<file path="config.mk">
export PLATFORM = sky130hd
export DESIGN_NAME = f2i_share_arbiter
export DESIGN_NICKNAME = d
export VERILOG_FILES = /design/src/rtl/f2i_share_arbiter_pkg.sv /design/src/rtl/f2i_share_arbiter_convert_core.sv /design/src/rtl/f2i_share_arbiter.sv
export SDC_FILE = /design/constraint.sdc
export NUM_CORES = 1
export LEC_CHECK = 0
export CORE_UTILIZATION = 35
export CTS_BUF_LIST = sky130_fd_sc_hd__clkbuf_2
export CTS_CLUSTER_SIZE = 10
export DETAILED_ROUTE_END_ITERATION = 7
export GPL_TIMING_DRIVEN = 0
export SLEW_MARGIN = 20
export SYNTH_ARGS = -nofsm -noshare
export SYNTH_HDL_FRONTEND = slang
export SYNTH_HIERARCHICAL = 1
export SYNTH_SLANG_ARGS = --single-unit
</file>
<file path="constraint.sdc">
create_clock -name clk -period 10.9 [get_ports clk]
set_clock_uncertainty 0.05 [all_clocks]
set_input_delay 2.18 -clock clk [delete_from_list [all_inputs] [get_ports clk]]
set_output_delay 2.18 -clock clk [all_outputs]
set_load 0.01 [all_outputs]
</file>
<file path="src/rtl/f2i_share_arbiter_pkg.sv">
// Shared types and constants for the shared float-to-int conversion arbiter.
// Holds the sequencer state encoding and the IEEE-754 / int32 limits.
package f2i_pkg;

  typedef enum logic [1:0] {
    IDLE = 2'd0,
    CONV = 2'd1,
    RESP = 2'd2
  } f2i_state_e;

  localparam int          F32_BIAS     = 127;
  localparam logic [31:0] INT_MAX      = 32'h7FFF_FFFF;
  localparam logic [31:0] INT_MIN      = 32'h8000_0000;
  // -2^31 is the only operand with E==31 that is representable exactly
  localparam logic [31:0] F32_NEG_2P31 = 32'hCF00_0000;

  function automatic logic [31:0] sat_value(input logic sign);
    return sign ? INT_MIN : INT_MAX;
  endfunction

endpackage

</file>
<file path="src/rtl/f2i_share_arbiter_convert_core.sv">
// Combinational float32 -> int32 converter, truncating toward zero and
// saturating out-of-range, infinite and NaN inputs.
module f2i_convert_core
  import f2i_pkg::*;
(
  input  logic [31:0] op,
  output logic [31:0] res,
  output logic        sat
);

  logic              sign;
  logic [7:0]        exp_b;
  logic [22:0]       frac;
  logic signed [9:0] exp_unb;
  logic [31:0]       mant;
  logic [31:0]       mag;
  logic [4:0]        sh;

  assign sign    = op[31];
  assign exp_b   = op[30:23];
  assign frac    = op[22:0];
  // 10-bit signed so that e-127 never wraps
  assign exp_unb = $signed({2'b00, exp_b}) - $signed(10'(F32_BIAS));
  assign mant    = {8'h00, 1'b1, frac};

  always_comb begin
    res = '0;
    sat = 1'b0;
    mag = '0;
    sh  = '0;
    if (exp_b == 8'h00) begin
      res = '0;
    end else if (exp_b == 8'hFF) begin
      sat = 1'b1;
      res = sat_value(sign);
    end else if (exp_unb < 10'sd0) begin
      res = '0;
    end else if (exp_unb >= 10'sd31) begin
      if (op == F32_NEG_2P31) begin
        res = INT_MIN;
      end else begin
        sat = 1'b1;
        res = sat_value(sign);
      end
    end else begin
      if (exp_unb >= 10'sd23) begin
        sh  = exp_unb[4:0] - 5'd23;
        mag = mant << sh;
      end else begin
        sh  = 5'd23 - exp_unb[4:0];
        mag = mant >> sh;
      end
      res = sign ? (~mag + 32'd1) : mag;
    end
  end

endmodule

</file>
<file path="src/rtl/f2i_share_arbiter.sv">
// Round-robin arbiter sharing one float-to-int converter among NREQ
// requesters; holds each tagged result until the response port accepts it.
//
// state | meaning
// IDLE  | grant round-robin winner combinationally, capture its operand
// CONV  | converter evaluates op_q, result and sat flag are registered
// RESP  | rsp_valid held with stable data until rsp_ready
module f2i_share_arbiter
  import f2i_pkg::*;
#(
  parameter int NREQ = 4,
  parameter int IDW  = $clog2(NREQ),
  parameter int CNTW = 16
) (
  input  logic                 clk,
  input  logic                 rst_n,
  input  logic [NREQ-1:0]      req_valid,
  input  logic [NREQ*32-1:0]   req_data,
  output logic [NREQ-1:0]      req_ready,
  output logic                 rsp_valid,
  input  logic                 rsp_ready,
  output logic [31:0]          rsp_data,
  output logic [IDW-1:0]       rsp_id,
  output logic                 rsp_sat,
  output logic [CNTW-1:0]      sat_count
);

  f2i_state_e state_q, state_d;

  logic [31:0]     op_q;
  logic [IDW-1:0]  id_q;
  logic [IDW-1:0]  last_q;
  logic [31:0]     res_q;
  logic            sat_q;
  logic            rsp_valid_q;
  logic [CNTW-1:0] sat_cnt_q;

  logic [NREQ-1:0] grant;
  logic [IDW-1:0]  win_id;
  logic [31:0]     op_sel;
  logic [31:0]     core_res;
  logic            core_sat;
  logic            take;

  // Two passes: indices above last first, then wrap to the ones at/below it.
  function automatic logic [NREQ-1:0] rr_pick(input logic [NREQ-1:0] valid,
                                              input logic [IDW-1:0]  last);
    logic [NREQ-1:0] g;
    logic            found;
    g     = '0;
    found = 1'b0;
    for (int i = 0; i < NREQ; i++) begin
      if (!found && valid[i] && (i > int'(last))) begin
        g[i]  = 1'b1;
        found = 1'b1;
      end
    end
    for (int i = 0; i < NREQ; i++) begin
      if (!found && valid[i] && (i <= int'(last))) begin
        g[i]  = 1'b1;
        found = 1'b1;
      end
    end
    return g;
  endfunction

  assign grant = rr_pick(req_valid, last_q);

  always_comb begin
    win_id = '0;
    op_sel = '0;
    for (int i = 0; i < NREQ; i++) begin
      if (grant[i]) begin
        win_id = IDW'(i);
        op_sel = req_data[32*i +: 32];
      end
    end
  end

  f2i_convert_core u_core (
    .op  (op_q),
    .res (core_res),
    .sat (core_sat)
  );

  always_comb begin
    state_d   = state_q;
    req_ready = '0;
    take      = 1'b0;
    case (state_q)
      IDLE: begin
        if (|req_valid) begin
          req_ready = grant;
          take      = 1'b1;
          state_d   = CONV;
        end
      end
      CONV: state_d = RESP;
      RESP: begin
        if (rsp_ready) state_d = IDLE;
      end
      default: state_d = IDLE;
    endcase
  end

  always_ff @(posedge clk or negedge rst_n) begin
    if (!rst_n) begin
      state_q     <= IDLE;
      op_q        <= '0;
      id_q        <= '0;
      last_q      <= IDW'(NREQ - 1);
      res_q       <= '0;
      sat_q       <= 1'b0;
      rsp_valid_q <= 1'b0;
      sat_cnt_q   <= '0;
    end else begin
      state_q <= state_d;
      if (take) begin
        op_q   <= op_sel;
        id_q   <= win_id;
        last_q <= win_id;
      end
      if (state_q == CONV) begin
        res_q       <= core_res;
        sat_q       <= core_sat;
        rsp_valid_q <= 1'b1;
        // counts on the edge that enters RESP with the flag set; sticks at max
        if (core_sat && !(&sat_cnt_q)) sat_cnt_q <= sat_cnt_q + CNTW'(1);
      end
      if ((state_q == RESP) && rsp_ready) rsp_valid_q <= 1'b0;
    end
  end

  assign rsp_valid = rsp_valid_q;
  assign rsp_data  = res_q;
  assign rsp_id    = id_q;
  assign rsp_sat   = sat_q;
  assign sat_count = sat_cnt_q;

endmodule

</file>
==> impl_metrics.tcl <==
set metrics [dict create \
    critPathSlowestCell "clkdlybuf4s50_1" \
    cts_setup_buffers 0 \
    placedInstanceArea_um2 12600 \
    cts_hold_buf 0 \
    status "complete, no violations" \
    detail-route-antenna-nets 0 \
    clock-sinks 88 \
    syn_nets 1361 \
    reg2reg_from "op_q[25]" \
    vias 10926 \
    yosysUniqueCellTypes 100 \
    cts_tree "built" \
    grt_max_degree 52 \
    cp-start-kind "input port" \
    n_fill_cell 2874 \
    grt.total_usage 0.268 \
    cts_root_buf "clkbuf_2" \
    reg2reg_to "rsp_data[26]" \
    endpoint_kind "primary output" \
    synthFlopType "dfrtp_1" \
    reg2reg_depth 21 \
    firstDrtPassIters 7 \
    synth_common_cells "108 x nor2_1, 86 x dfrtp_1, 72 x a21oi_1, 71 x nand2_1, 70 x o21ai_0" \
    synth_top_area_cell "dfrtp_1" \
    syn_inst 1217 \
    crit_chain "clkdlybuf4s50_1 > buf_2 > nor2_1 > a211o_1 > buf_6 > buf_4 > nor3_1 > clkdlybuf4s50_1" \
    fin_util 0.443 \
    postSynthAreaPerCell_um2 8.42 \
    cp.required_ps 8670 \
    die_y_um 173 \
    cpMostUsedCell "clkdlybuf4s50_1" \
    async_reset_ff_frac 1.00 \
    final.setup.tns_ps 0 \
    overflow 0 \
    hpwl_um 32200 \
    hold_viol 0 \
    drt-total-wl_um 40100 \
    synth_edf_count 0 \
    fin_hold_ws_ps 459 \
    drc 0 \
    fp.dieW_um 173 \
    via_per_inst 6.05 \
    cts.clk_slew.worst_paths_ps 310 \
    drt_iter0_drc 1080 \
    clockBufferDepth 2 \
    design.portCount 191 \
    start_util 0.356 \
    die-area_um2 29900 \
    min_from "sat_count[9]" \
    holdPathEnd "sat_count[9]" \
    clk_latency_ps 630 \
    maxSlewHeadroom 0.284 \
    hold_depth 1 \
    tightest_slew_ps 1070 \
    min_period_ps 6590 \
    fin_crit_sh 0.604 \
    worstSetupPathType "in2out" \
    core_um2 28800 \
    ctsResizeCount 0 \
    rsz0062_at_grt "false" \
    grt_pass1_wl_um 63000 \
    grt_pass1_vias 10708 \
    synth.most_common_cell "nor2_1" \
    crit_arrival_ps 4360 \
    hold_class "reg2reg" \
    cts_htree_levels 3 \
    slew_viol_final 0 \
    synth.area.top_cells "dfrtp_1 21%, mux4_2 7.7%, mux2_2 7.5%, a21oi_2 5.1%, mux2i_1 5.0%" \
    setup_viol 0 \
    rrSetupSlack_ps 4410 \
    synth_top_area_share 0.210 \
    final_layout_size_suffix_gt1_frac 0.200 \
    drv_cap 0 \
    mappedNetlistArea_um2 10200 \
    cpPeakStageDelay_ps 570 \
    design_area_um2 12800 \
    cts_buffers 9 \
    num-nets-final 1561 \
    cp_max_fo 10 \
    io_buffers 188 \
    rows 62 \
    ys_seq_area_frac 0.215 \
    ys_ff_latch 88 \
    antenna_found_initial 1 \
    max_freq_mhz 152 \
    gp_congestion 0.982 \
    yosys_warnings 6 \
    avgRoutedWirePerCell_um 22.2 \
    area_delta_synth_final_pct 24.5 \
]
==> cell families (layout without fill, tap and decap cells) <==
| family | count (synthesis) | in the layout | synth area share |
|---|---|---|---|
| mux | 155 | 155 | 0.203 |
| simple gates | 433 | 433 | 0.221 |
| fa+ha+maj | 9 | 9 | 0.0110 |
| xor+xnor | 21 | 21 | 0.0213 |
| flops | 88 | 88 | 0.215 |
| other cells | 0 | 1 | 0 |
| buf+inv | 133 | 338 | 0.0723 |
| compound gates | 378 | 378 | 0.257 |
==> how the worst max path moves through the flow <==
stage                     slack, ps           end  depth (start not counted)    startpoint
after global routing           4020  rsp_data[26]                         21      op_q[25]
after detailed placement       4290  req_ready[0]                          8  req_valid[1]
after floorplan                5370  req_ready[0]                          6  req_valid[1]
after CTS                      4290  req_ready[0]                          8  req_valid[1]
after global placement         4030  sat_count[7]                          1         rst_n
final                          4310  req_ready[0]                          8  req_valid[1]
==> area by class of cell <==
cell class,instances,area (um2),area share
plain buffers,115,671,0.0526
diodes,1,2.50,0.000196
multi-input cells,996,7300,0.572
repair buffers,189,1910,0.150
flip-flops and latches,88,2200,0.173
clock inverters,7,75.1,0.00589
well taps,384,480,0.0377
clock buffers,9,45.0,0.00353
inverters,18,70.1,0.00549
==> per-layer routing <==
| metal | track usage | share of wire | up-vias |
|---|---|---|---|
| li1 | - | - | 5053 |
| met4 | 0.0962 | 0.034 | 0 |
| met2 | 0.439 | 0.46 | 544 |
| met5 | 0 | 0 | - |
| met1 | 0.352 | 0.42 | 5237 |
| met3 | 0.0495 | 0.084 | 92 |
==> worst max-delay path: cells and delay by family <==
family | cells | cell delay (ps)
buf+inv | 5 | 1580
simple gates | 2 | 300
compound gates | 1 | 290
==> flip-flops by register name (all words and copies together), names as in the netlist <==
signal	cells
sat_count	16
state_q	2
rsp_sat	1
rsp_valid	1
op_q	32
last_q	2
rsp_data	32
rsp_id	2
==> layout by cell type, fill, tap and decap left out, types with 7 or more instances in the layout <==
master and instances:
ha_1 9, nand2b_1 8, a211oi_1 9, nand4_1 15
nor4_1 22, a21oi_1 72, buf_4 19, o21ai_0 70
buf_6 12, dfrtp_1 86, mux2i_1 51, or3_1 15
or4_1 7, inv_1 13, nand2_1 71, mux2_2 68
a21oi_2 60, buf_2 29, and3_1 38, o211ai_1 10
xnor2_1 8, a31oi_1 22, xor2_1 10, nor2_1 108
clkdlybuf4s50_1 187, o22ai_1 39, nand3_1 55, nor2b_1 7
a22oi_1 7, clkbuf_2 9, nor3_1 40, mux4_2 35
a21o_1 10, clkbuf_1 51, and2_1 7
==> stage by stage <==
| stage | instances | worst slack, ps |
|---|---|---|
| after floorplan | 1217 | 5370 |
| after global placement | 1789 | 4030 |
| after detailed placement | 1790 | 4290 |
| after CTS | 1806 | 4290 |
| after global routing | 1807 | 4020 |
| final | 1807 | 4310 |
Power is not shown: default switching activity piles up to over one toggle a cycle in this logic, so the estimate is an artifact.
